## config.mk

```make
export PLATFORM = sky130hd
export DESIGN_NAME = elbeth_fetch_unit
export DESIGN_NICKNAME = d
export VERILOG_FILES = /design/src/rtl/elbeth_fetch_unit_pkg.sv /design/src/rtl/elbeth_fetch_buffer.sv /design/src/rtl/elbeth_fetch_unit.sv
export SDC_FILE = /design/constraint.sdc
export NUM_CORES = 1
export LEC_CHECK = 0
export CELL_PAD_IN_SITES_DETAIL_PLACEMENT = 2
export CELL_PAD_IN_SITES_GLOBAL_PLACEMENT = 2
export CORE_UTILIZATION = 35
export DETAILED_ROUTE_END_ITERATION = 8
export PLACE_DENSITY = 0.77
export SETUP_SLACK_MARGIN = 0.15
export SLEW_MARGIN = 0
export SYNTH_ARGS = -nofsm -noshare
export SYNTH_HDL_FRONTEND = slang
export SYNTH_SLANG_ARGS = --single-unit
```

## constraint.sdc

```tcl
create_clock -name clk -period 10.18 [get_ports clk]
set_clock_uncertainty 0.2 [all_clocks]
set_input_delay 1.527 -clock clk [delete_from_list [all_inputs] [get_ports clk]]
set_output_delay 1.527 -clock clk [all_outputs]
set_load 0.005 [all_outputs]
```

## src/rtl/elbeth_fetch_unit_pkg.sv

```systemverilog
// Shared constants and types for the elbeth instruction fetch stage.
package elbeth_fetch_unit_pkg;

  localparam logic [31:0] RESET_PC_DEFAULT  = 32'h0000_0000;
  localparam logic [31:0] NOP_INSTR_DEFAULT = 32'h0000_0013;

  typedef enum logic [1:0] {
    ST_RUN   = 2'd0,
    ST_FLUSH = 2'd1,
    ST_HALT  = 2'd2
  } fetch_state_e;

  typedef struct packed {
    logic [31:0] pc;
    logic [31:0] instr;
  } fetch_entry_t;

  function automatic logic is_misaligned(input logic [31:0] addr);
    return addr[1:0] != 2'b00;
  endfunction

endpackage

```

## src/rtl/elbeth_fetch_buffer.sv

```systemverilog
// Synchronous FIFO with sync clear; push while full is accepted only alongside a pop.
module elbeth_fetch_buffer #(
  parameter int WIDTH = 64,
  parameter int DEPTH = 2
) (
  input  logic                     clk,
  input  logic                     rst,
  input  logic                     clr,
  input  logic                     push,
  input  logic [WIDTH-1:0]         wr_data,
  input  logic                     pop,
  output logic [WIDTH-1:0]         rd_data,
  output logic                     full,
  output logic                     empty,
  output logic [$clog2(DEPTH):0]   count
);
  localparam int AW = $clog2(DEPTH);
  localparam int CW = AW + 1;

  logic [WIDTH-1:0] mem [DEPTH];
  logic [AW-1:0]    wr_ptr, rd_ptr;
  logic             do_push, do_pop;

  assign full    = (count == CW'(DEPTH));
  assign empty   = (count == '0);
  assign do_pop  = pop && !empty;
  assign do_push = push && (!full || do_pop);
  assign rd_data = mem[rd_ptr];

  always_ff @(posedge clk) begin
    if (rst || clr) begin
      wr_ptr <= '0;
      rd_ptr <= '0;
      count  <= '0;
    end else begin
      if (do_push) wr_ptr <= wr_ptr + 1'b1;
      if (do_pop)  rd_ptr <= rd_ptr + 1'b1;
      count <= count + CW'(do_push) - CW'(do_pop);
    end
  end

  always_ff @(posedge clk) begin
    if (do_push) mem[wr_ptr] <= wr_data;
  end

endmodule

```

## src/rtl/elbeth_fetch_unit.sv

```systemverilog
// Instruction fetch stage: owns the PC, issues in-order imem reads, buffers the
// responses and presents {pc, instruction} to decode; flushes on ID redirects.
module elbeth_fetch_unit
  import elbeth_fetch_unit_pkg::*;
#(
  parameter logic [31:0] RESET_PC   = RESET_PC_DEFAULT,
  parameter int          FIFO_DEPTH = 2,
  parameter logic [31:0] NOP_INSTR  = NOP_INSTR_DEFAULT
) (
  input  logic        clk,
  input  logic        rst,
  input  logic        branch_taken,
  input  logic [31:0] pc_branch,
  input  logic        id_stall,
  output logic        imem_req,
  output logic [31:0] imem_addr,
  input  logic        imem_ready,
  input  logic        imem_rvalid,
  input  logic [31:0] imem_rdata,
  output logic        if_valid,
  output logic [31:0] if_pc,
  output logic [31:0] if_instruction,
  output logic        fetch_misalign
);
  localparam int          CW        = $clog2(FIFO_DEPTH) + 1;
  localparam logic [CW:0] DEPTH_LIM = (CW+1)'(FIFO_DEPTH);

  fetch_state_e  state, state_nxt;
  logic [31:0]   pc, pcq_head;
  logic [CW-1:0] outstanding, discard, discard_nxt, discard_set, fifo_count;
  logic [CW:0]   occupancy;
  logic          pcq_full, pcq_empty, fifo_full, fifo_empty;
  logic          hs, redirect, redirect_bad, resp_keep, bypass;
  logic          fifo_push, fifo_pop, fifo_clr;
  fetch_entry_t  fifo_wdata, fifo_rdata;

  assign hs           = imem_req & imem_ready;
  assign redirect_bad = branch_taken && is_misaligned(pc_branch);
  assign redirect     = branch_taken && !redirect_bad && (state != ST_HALT);
  assign occupancy    = {1'b0, outstanding} + {1'b0, fifo_count};

  // A response is only kept when every request in flight belongs to the current path.
  assign resp_keep  = imem_rvalid && !pcq_empty && (state == ST_RUN) && (discard == '0)
                      && !redirect && !redirect_bad;
  assign bypass     = resp_keep && !id_stall && fifo_empty;
  assign fifo_push  = resp_keep && !bypass;
  assign fifo_pop   = !id_stall && !fifo_empty;
  assign fifo_clr   = redirect || redirect_bad;
  assign fifo_wdata = '{pc: pcq_head, instr: imem_rdata};

  // Request-side PC queue: its occupancy is the outstanding request count.
  elbeth_fetch_buffer #(.WIDTH(32), .DEPTH(FIFO_DEPTH)) u_pc_queue (
    .clk     (clk),
    .rst     (rst),
    .clr     (1'b0),
    .push    (hs),
    .wr_data (pc),
    .pop     (imem_rvalid),
    .rd_data (pcq_head),
    .full    (pcq_full),
    .empty   (pcq_empty),
    .count   (outstanding)
  );

  elbeth_fetch_buffer #(.WIDTH(64), .DEPTH(FIFO_DEPTH)) u_fetch_buffer (
    .clk     (clk),
    .rst     (rst),
    .clr     (fifo_clr),
    .push    (fifo_push),
    .wr_data (fifo_wdata),
    .pop     (fifo_pop),
    .rd_data (fifo_rdata),
    .full    (fifo_full),
    .empty   (fifo_empty),
    .count   (fifo_count)
  );

  // The redirecting cycle's own request and response are both counted as stale.
  assign discard_set = outstanding - CW'(imem_rvalid) + CW'(hs);

  always_comb begin
    discard_nxt = discard;
    if (redirect && state == ST_RUN)
      discard_nxt = discard_set;
    else if (imem_rvalid && discard != '0)
      discard_nxt = discard - 1'b1;
  end

  always_ff @(posedge clk) begin
    if (rst) begin
      state   <= ST_RUN;
      discard <= '0;
    end else begin
      state   <= state_nxt;
      discard <= discard_nxt;
    end
  end

  always_comb begin
    state_nxt = state;
    unique case (state)
      ST_RUN:   if (redirect && discard_nxt != '0) state_nxt = ST_FLUSH;
      ST_FLUSH: if (discard_nxt == '0) state_nxt = ST_RUN;
      ST_HALT:  state_nxt = ST_HALT;
      default:  state_nxt = ST_RUN;
    endcase
    if (redirect_bad) state_nxt = ST_HALT;
  end

  always_comb begin
    imem_req = 1'b0;
    if (!rst && state == ST_RUN && occupancy < DEPTH_LIM && !pcq_full && !fifo_full)
      imem_req = 1'b1;
  end

  assign imem_addr = pc;

  always_ff @(posedge clk) begin
    if (rst)
      pc <= RESET_PC;
    else if (redirect)
      pc <= pc_branch;
    else if (hs)
      pc <= pc + 32'd4;
  end

  always_ff @(posedge clk) begin
    if (rst)
      fetch_misalign <= 1'b0;
    else if (redirect_bad)
      fetch_misalign <= 1'b1;
  end

  // Decode-facing output register; an empty buffer takes the response directly.
  always_ff @(posedge clk) begin
    if (rst) begin
      if_valid       <= 1'b0;
      if_pc          <= RESET_PC;
      if_instruction <= NOP_INSTR;
    end else if (redirect || redirect_bad) begin
      if_valid       <= 1'b0;
      if_instruction <= NOP_INSTR;
    end else if (!id_stall) begin
      if (!fifo_empty) begin
        if_valid       <= 1'b1;
        if_pc          <= fifo_rdata.pc;
        if_instruction <= fifo_rdata.instr;
      end else if (resp_keep) begin
        if_valid       <= 1'b1;
        if_pc          <= pcq_head;
        if_instruction <= imem_rdata;
      end else begin
        if_valid       <= 1'b0;
        if_instruction <= NOP_INSTR;
      end
    end
  end

endmodule

```

# Word level (Yosys, flattened, before mapping)
# Memory sizes are Yosys's and may differ from the RTL's. A register that Yosys moved wholly into a read port is not among the register bits.
# Index checks and enable logic that the tools add are counted.
[classes] shifts=0 reduce_logical=49 div=0 n_eq_ne=10 n_mux=23 addsub=13 n_bitwise=3 n_lt_le_gt_ge=1 mul=0
[op_table] operator="$mux 32" n=6
[op_table] operator="$add 32x3->32 const B" n=1
[op_table] operator="$logic_and 1x1->1" n=22
[op_table] operator="$mux 1" n=11
[op_table] operator="$logic_not 2->1" n=5
[op_table] operator="$mux 2" n=5
[op_table] operator="$logic_not 1->1" n=9
[op_table] operator="$reduce_bool 2->1" n=4
[op_table] operator="$add 2x1->2" n=3
[op_table] operator="$eq 2x2->1 const B" n=3
[op_table] operator="$pmux 2 s3" n=1
[op_table] operator="$sub 2x1->2" n=3
[op_table] operator="$add 1x1->1 const B" n=4
[op_table] operator="$logic_or 1x1->1" n=4
[op_table] operator="$ne 2x1->1 const B" n=2
[op_table] operator="$ne 2x2->1 const B" n=2
[op_table] operator="$reduce_and 2->1" n=2
[op_table] operator="$reduce_or 2->1" n=2
[op_table] operator="$add 2x2->3" n=1
[op_table] operator="$lt 3x2->1 const B" n=1
[op_table] operator="$ne 3x2->1 const B" n=1
[op_table] operator="$ne 3x3->1 const B" n=1
[op_table] operator="$reduce_and 3->1" n=1
[op_table] operator="$eq 2x1->1 const B" n=1
[op_table] operator="other kinds (3)" n=4
[word_totals] word_cells=115 memories=2 input_bits=70 latchBits=0 romBits=0 reg_bits=110 ram_bits=192
[mem_list] name="u_fetch_buffer.mem" words=2 width=64 rd=1 rd_ports_with_merged_regs=1 wr=1 line="elbeth_fetch_buffer.sv:20" text="logic [WIDTH-1:0] mem [DEPTH];"
[mem_list] name="u_pc_queue.mem" words=2 width=32 rd=1 rd_ports_with_merged_regs=1 wr=1 line="elbeth_fetch_buffer.sv:20"

# Logic depth before layout (Yosys ltp)
[logic_depth] depth_word=15 ltp_mapped=11 mapped_depth_nobuf=11

# Hierarchy
# A second synthesis with hierarchy kept.
[hier_totals] cells_unflattened=914 hier_area_um2=12279.3
[by_module_without_submodules] mod="elbeth_fetch_unit" cells_per_inst=549 area_each_um2=4860.9 n_inst=1
[by_module_without_submodules] mod="elbeth_fetch_buffer (u_fetch_buffer)" cells_per_inst=232 area_each_um2=4858.4 n_inst=1
[by_module_without_submodules] mod="elbeth_fetch_buffer (u_pc_queue)" cells_per_inst=133 area_each_um2=2560.0 n_inst=1

# Least setup slack after synthesis
# Ideal clock, no wire load.
[synth_timing] path_type="input-to-reg" from="input id_stall" to="memory u_fetch_buffer.mem[0][0], enable pin" path_slack_ns=4.694 path_buffers=1 setup_time_ns=0.487 cell_stages=4 t_arrival_ns=4.800 cell_sequence="clkbuf_1 xor2_1 o21ai_0 nor2_1"
[synth_between] elab_chain_cells=8 word_cells_on_any_way=11 classes_between="mux: 2; reduce/logical: 9"
[synth_lines] item="start, declared" line="elbeth_fetch_unit.sv:14" text="input logic id_stall,"
[synth_lines] item="$logic_not 1->1 (*)"
[synth_lines] item="$logic_and 1x1->1 (2 in a row)" line="elbeth_fetch_unit.sv:45" text="assign bypass = resp_keep && !id_stall && fifo_empty;"
[synth_lines] item="$logic_not 1->1" line="elbeth_fetch_unit.sv:46" text="assign fifo_push = resp_keep && !bypass;"
[synth_lines] item="$logic_and 1x1->1" line="elbeth_fetch_unit.sv:46"
[synth_lines] item="$logic_and 1x1->1 (*)" line="elbeth_fetch_buffer.sv:27" text="assign do_push = push && (!full || do_pop);"
[synth_lines] item="$mux 1 (*)" line="elbeth_fetch_buffer.sv:43" text="if (do_push) mem[wr_ptr] <= wr_data;"
[synth_lines] item="$mux 1 (implied by the code) (*)" line="elbeth_fetch_buffer.sv:43"
[synth_lines] item="end, declared" line="elbeth_fetch_buffer.sv:20"
# Every way passes the cells marked *; elsewhere a longest branch is shown, timed or not.

# Worst setup path in the final report
[layout_timing] from="input rst" to="output imem_req"
[layout_between] elab_chain_cells=6
[layout_lines] item="start, declared" line="elbeth_fetch_unit.sv:11" text="input logic rst,"
[layout_lines] item="$logic_not 1->1" line="elbeth_fetch_unit.sv:112" text="if (!rst && state == ST_RUN && occupancy < DEPTH_LIM && !pcq_full && !fifo_full)"
[layout_lines] item="$logic_and 1x1->1 (4 in a row)" line="elbeth_fetch_unit.sv:112"
[layout_lines] item="$mux 1" line="elbeth_fetch_unit.sv:112"
[layout_lines] item="end, declared" line="elbeth_fetch_unit.sv:15" text="output logic imem_req,"
# No other way between the ends.

==> metrics.csv <==
stage;metric;value;unit
clock_network;CTS resizes;0;
global_route;vias in the first global route;8745;
global_route;GRT overflow;0;
die;initial core utilization;35.57;%
clock_network;CTS Buf Count;34;
clock_network;CTS tree;built;
die;die width;186.4;um
critical_path;Worst Path Max Fanout;59;
timing;clock period minus worst slack;4.972;ns
placement;hpwl dp;20880;um
power;Cell Pwr Density;199.7;mW/mm^2
min_path;type of the most critical hold path;flop to flop;
drt;Initial DRT Pass Iterations;6;
run_status;status;complete, no violations;
synth;Mapped Nets;981;
min_path;hold path cells;2;
synth;number of synthesized flops with an enable pin;192;
die;Top Ports;169;
global_route;first-pass GRT wire length;51250;um
critical_path;CP startpoint;rst;
critical_path;Worst EP arrival;3.25;ns
drt;Via Count;7908;
placement;routability congestion estimate from global placement;0.7783;
critical_path;crit start category;input pin;
timing;Setup TNS Final;0;ns
drt;drt drc;0;
timing;Final Hold Viols;0;
power;Pleak;4.868;nW
synth;distinct cell type count after synthesis;45;
final_layout;nets;1141;
die;Die ar.;0.03473;mm^2
synth;Avg Inst Size Synth;13.19;um^2
synth;share of synthesized registers carrying an async set or reset;0;%
synth;Synth top cells by count;192 x edfxtp_1, 112 x dfxtp_1, 97 x nand2_1;
drt;Post-Route WL;32360;um
critical_path;Setup crit end kind;output port;
drt;vias per cell;5.152;
final_layout;layout cell share with drive strength beyond 1;13.71;%
flow_run;max-capacitance violation count;0;
timing;Hold Slack;0.2646;ns
critical_path;R2R setup slack;6.82;ns
global_route;largest net degree at the start of global routing;73;
timing;final worst path period share;48.84;%
timing;worst slew pin tran;1.072;ns
clock_network;clock buffer depth;3;
synth;Seq cells post-synth;304;
drt;Final ANT Viol Nets;0;
critical_path;reg-to-reg startpoint;state[1]$_SDFFE_PP0P_;
critical_path;worst reg2reg path depth;5;
drt;drt wl/cell;21.08;um
critical_path;worst r2r dst;u_fetch_buffer.mem[0][40]$_DFFE_PP_;
final_layout;Diodes inserted;0;
timing;Rel. slew slack;28.52;%
power;maximum VDD drop;114.8;uV
drt;drt initial violations;445;
synth;count leader, synth;edfxtp_1;
synth;largest cells by area after synthesis;edfxtp_1 48%, dfxtp_1 19%, mux2_2 5.8%, mux2i_1 3.2%, nand2_1 3.1%;
timing;Final setup viols;0;
critical_path;worst setup path category;input pin to output port;
clock_network;Skew-Pair Late Insertion Delay;0.51;ns
clock_network;post-CTS setup buffers;0;
timing;RSZ-0062 raised after global routing;no;
final_layout;area delta synth->final;27.32;%
clock_network;CTS Sinks;304;
global_route;antenna violations before repair;0;
critical_path;end of the critical path;imem_req;
synth;Post-Syn Area;0.01190;mm^2
clock_network;# H-tree levels;2;
die;Site Rows;67;
timing;Slew Viols, Final;0;
timing;f_max;201.1;MHz
die;core area;0.03345;mm^2
synth;Top FF cell, synth;edfxtp_1;
synth;top-area cell type share of the netlist area;48.46;%
synth;sequential area share after synthesis;67.30;%
synth;Mapped Cells;902;
synth;synth warn;0;
die;die height;186.4;um
clock_network;cts hold-fix bufs;0;
placement;Port-buffer cells;168;
clock_network;clk root buf;clkbuf_16;
synth;post-synth top area cell;edfxtp_1;
critical_path;CP required;8.45;ns
global_route;Total GRT Usage;18.90;%
clock_network;clock-pin slew on the worst setup and hold paths;0.05;ns
[flip-flops by register name, summed over array words and instances, names as in the netlist, named ones only]
| register | flops |
|---|---|
| discard | 2 |
| fetch_misalign | 1 |
| if_instruction | 32 |
| if_pc | 32 |
| if_valid | 1 |
| imem_addr | 32 |
| state | 2 |
| u_fetch_buffer.count | 2 |
| u_fetch_buffer.mem | 128 |
| u_fetch_buffer.rd_ptr | 1 |
| u_fetch_buffer.wr_ptr | 1 |
| u_pc_queue.count | 2 |
| u_pc_queue.mem | 64 |
| u_pc_queue.rd_ptr | 1 |
| u_pc_queue.wr_ptr | 1 |
[layer usage]
| metal | vias up | part of all wire (%) | wire (um) | GRT usage [%] |
|---|---|---|---|---|
| met1 | 3997 | 44 | 14350 | 24.79 |
| met3 | 39 | 4.8 | 1545 | 3.216 |
| met4 | 0 | 1.7 | 539 | 4.895 |
| met5 | - | 0 | 0 | 0 |
| li1 | 3651 | - | - | - |
| met2 | 221 | 49 | 15920 | 32.29 |
[kinds of logic after synthesis]
logic type	count (synthesis)	synth area share (%)
compound gates	141	8.245
xor+xnor	41	3.018
fa+ha+maj	9	1.010
buf+inv	73	2.461
flops	304	67.30
mux	99	8.970
simple gates	235	8.992
[worst min path at each step]
stage | from | endpoint | slack (ns)
after global placement | if_pc[13]$_SDFFE_PP0P_ | if_pc[13]$_SDFFE_PP0P_ | 0.25
after CTS | if_pc[18]$_SDFFE_PP0P_ | if_pc[18]$_SDFFE_PP0P_ | 0.27
after global routing | if_pc[5]$_SDFFE_PP0P_ | if_pc[5]$_SDFFE_PP0P_ | 0.29
after floorplan | imem_addr[0]$_SDFFE_PP0P_ | imem_addr[0]$_SDFFE_PP0P_ | 0.24
final | if_pc[24]$_SDFFE_PP0P_ | if_pc[24]$_SDFFE_PP0P_ | 0.26
after detailed placement | if_pc[18]$_SDFFE_PP0P_ | if_pc[18]$_SDFFE_PP0P_ | 0.25
[power by group]
part / internal, mW / switching (mW) / leakage, nW
combinational: 0.150 / 0.187 / 1.66
sequential: 1.40 / 0.0565 / 2.66
clock: 0.756 / 0.478 / 0.552
total: 2.30 / 0.722 / 4.87
[worst max-delay path: stages]
cell and delay, ns:
buf_2 0.10, buf_4 0.30, nor3_1 0.38, nand4_1 0.22, inv_1 0.14, clkdlybuf4s50_1 0.53
[placed cells by master (no fill, tap or decap), types with 5 or more instances in the layout]
| master | instances |
|---|---|
| edfxtp_1 | 192 |
| clkdlybuf4s50_1 | 166 |
| dfxtp_1 | 110 |
| nand2_1 | 97 |
| nor2_1 | 73 |
| mux2_2 | 61 |
| a21oi_1 | 42 |
| mux2i_1 | 38 |
| clkbuf_16 | 35 |
| o211ai_1 | 33 |
| a222oi_1 | 29 |
| xnor2_1 | 21 |
| xor2_1 | 20 |
| o21ai_0 | 20 |
| inv_1 | 18 |
| nand3_1 | 13 |
| a211oi_1 | 11 |
| buf_4 | 11 |
| nand4_1 | 10 |
| clkbuf_1 | 10 |
| ha_1 | 8 |
| or2_2 | 6 |
| clkinv_2 | 6 |
| nor3_1 | 5 |
[area by class of cell]
class / instances / area, um^2
clock buffer: 48 / 954.7
clock inverter: 13 / 166.4
fill: 3228 / 18300
inverter: 18 / 67.56
multi-input combinational: 525 / 3632
sequential: 304 / 8013
tap: 448 / 560.5
timing repair buffer: 179 / 1754
[through the flow]
stage	std cells	setup WS, ns	power, mW	instance area, um^2	utilization [%]
after floorplan	902	4.694	1.654	11900	-
after global routing	1535	5.105	3.139	15150	45.29
final	1535	5.208	3.025	15150	45.29
after CTS	1535	5.183	3.059	15150	45.29
after global placement	1474	5.388	1.789	14030	41.94
after detailed placement	1474	5.266	1.811	14030	41.94
No activity file was read; power rests on OpenSTA's default activity.
==> patch, RTL diff (same settings) <==
Change the parameter `FIFO_DEPTH` from 2 to 4.
--- a/src/rtl/elbeth_fetch_unit.sv
+++ b/src/rtl/elbeth_fetch_unit.sv
@@ -4,7 +4,7 @@
   import elbeth_fetch_unit_pkg::*;
 #(
   parameter logic [31:0] RESET_PC   = RESET_PC_DEFAULT,
-  parameter int          FIFO_DEPTH = 2,
+  parameter int          FIFO_DEPTH = 4,
   parameter logic [31:0] NOP_INSTR  = NOP_INSTR_DEFAULT
 ) (
   input  logic        clk,
Behaviour: not the same (a bounded check fails within 4 cycles, from zero or initial values and one cycle with rst high).
==> patch against the original RTL <==
  * Wire length grew 63%
  * Critical path type unchanged
  * Sequential cell count grew 201
  * Largest power group unchanged
  * Worst setup slack lost 0.15 ns
  * Die area grew 63%
  * Power grew 69%
  * Cell area grew 57%
  * Non-clock buffer count grew 8
  * Synthesized area grew 64%
  * Largest cell class unchanged
==> patch: results (changes against the original RTL) <==
[clock_network]
cts_buffers = 54  ; was 34
cts_root_buffer = clkbuf_16  ; unchanged
clock_latency_ns = 0.62  ; was 0.51 ns

[logic_synthesis]
ys_seq_area_share_pct = 71.50  ; was 67.30%
syn_nets = 1226  ; was 981
netlist_top_cells_count = 384 x edfxtp_1, 121 x dfxtp_1, 115 x nor2_1  ; was 192 x edfxtp_1, 112 x dfxtp_1, 97 x nand2_1
synthTopCellsByArea = edfxtp_1 59%, dfxtp_1 12%, mux4_2 11%  ; was edfxtp_1 48%, dfxtp_1 19%, mux2_2 5.8%
ys_types = 44  ; was 45
synth.top_cell.area_share_pct = 59.09  ; was 48.46%
syn_avg_cell_area_sq_um = 17.21  ; was 13.19 sq um

[placement]
place.gp.congestion = 0.7558  ; was 0.7783
dpl-instance-area_sq_um = 22050  ; was 14030 sq um
post-place-ws_ns = 4.549  ; was 5.266 ns
post-place-cells = 2003  ; was 1474

[detailed_routing]
dr.pass1.iters = 5  ; was 6
routed_wl_mm = 52.80  ; was 32.36 mm
drtIter0Drc = 699  ; was 445
vias_per_cell = 5.247  ; was 5.152

[global_route]
grt_usage_pct = 18.73  ; was 18.90%
grt_max_degree = 65  ; was 73
grt_pass1_vias = 12382  ; was 8745
antenna_found_initial = 1  ; was 0

[critical_path]
cp_top_family = simple AND/OR/NAND/NOR gates  ; was buffers and inverters
worstRegToRegCells = 7  ; was 5
path_max_fanout = 27  ; was 59
crit-reg2reg-launch = discard[0]$_SDFF_PP0_  ; was state[1]$_SDFFE_PP0P_

[sta]
finalCritPeriodShare_pct = 50.36  ; was 48.84%
holdWs_ns = 0.2692  ; was 0.2646 ns

[run_status]
status = complete, no violations  ; unchanged

[worst_hold_path]
hold_start = fetch_misalign$_SDFFE_PP0P_  ; was if_pc[24]$_SDFFE_PP0P_
holdPathEnd = fetch_misalign$_SDFFE_PP0P_  ; was if_pc[24]$_SDFFE_PP0P_

[pwr]
p_sw_uw = 1306  ; was 721.6 uW
power.share.sequential_pct = 47.6  ; was 48.0%
power.share.clock_pct = 38.8  ; was 40.8%
p_leak_uw = 0.007604  ; was 0.004868 uW

[layout]
top_regs = u_fetch_buffer.mem (256), u_pc_queue.mem (128)  ; was u_fetch_buffer.mem (128), u_pc_queue.mem (64)
drive_gt1_share_pct = 16.21  ; was 13.71%
nets = 1403  ; was 1141
stdcell_count = 2105  ; was 1535

[patch: area by class of cell]
cell class | count | area (sq um)
inverter | 26 | 97.59
clock inverter | 27 | 292.8
clock buffer | 75 | 1501
tap | 748 | 935.9
sequential | 505 | 13960
fill | 5291 | 31250
multi-input combinational | 537 | 5235
timing repair buffer | 187 | 1819
[patch: cell families after synthesis]
| group | Yosys count | synth area share, % |
|---|---|---|
| flip-flops | 505 | 71.50 |
| AND/OR/NAND/NOR | 223 | 5.681 |
| multiplexers | 134 | 13.03 |
| XOR/XNOR | 27 | 1.212 |
| buffers and inverters | 92 | 1.814 |
| adder cells (fa/ha/maj) | 22 | 1.526 |
| AO/OA/AOI/OAI | 131 | 5.238 |
[patch: routing by layer]
metal / GRT usage, % / share of wire [%] / up-vias
li1: - / - / 4900
met1: 24.17 / 43 / 5810
met2: 32.98 / 51 / 269
met3: 3.100 / 4.1 / 65
met4: 4.176 / 1.7 / 0
met5: 0 / 0 / -
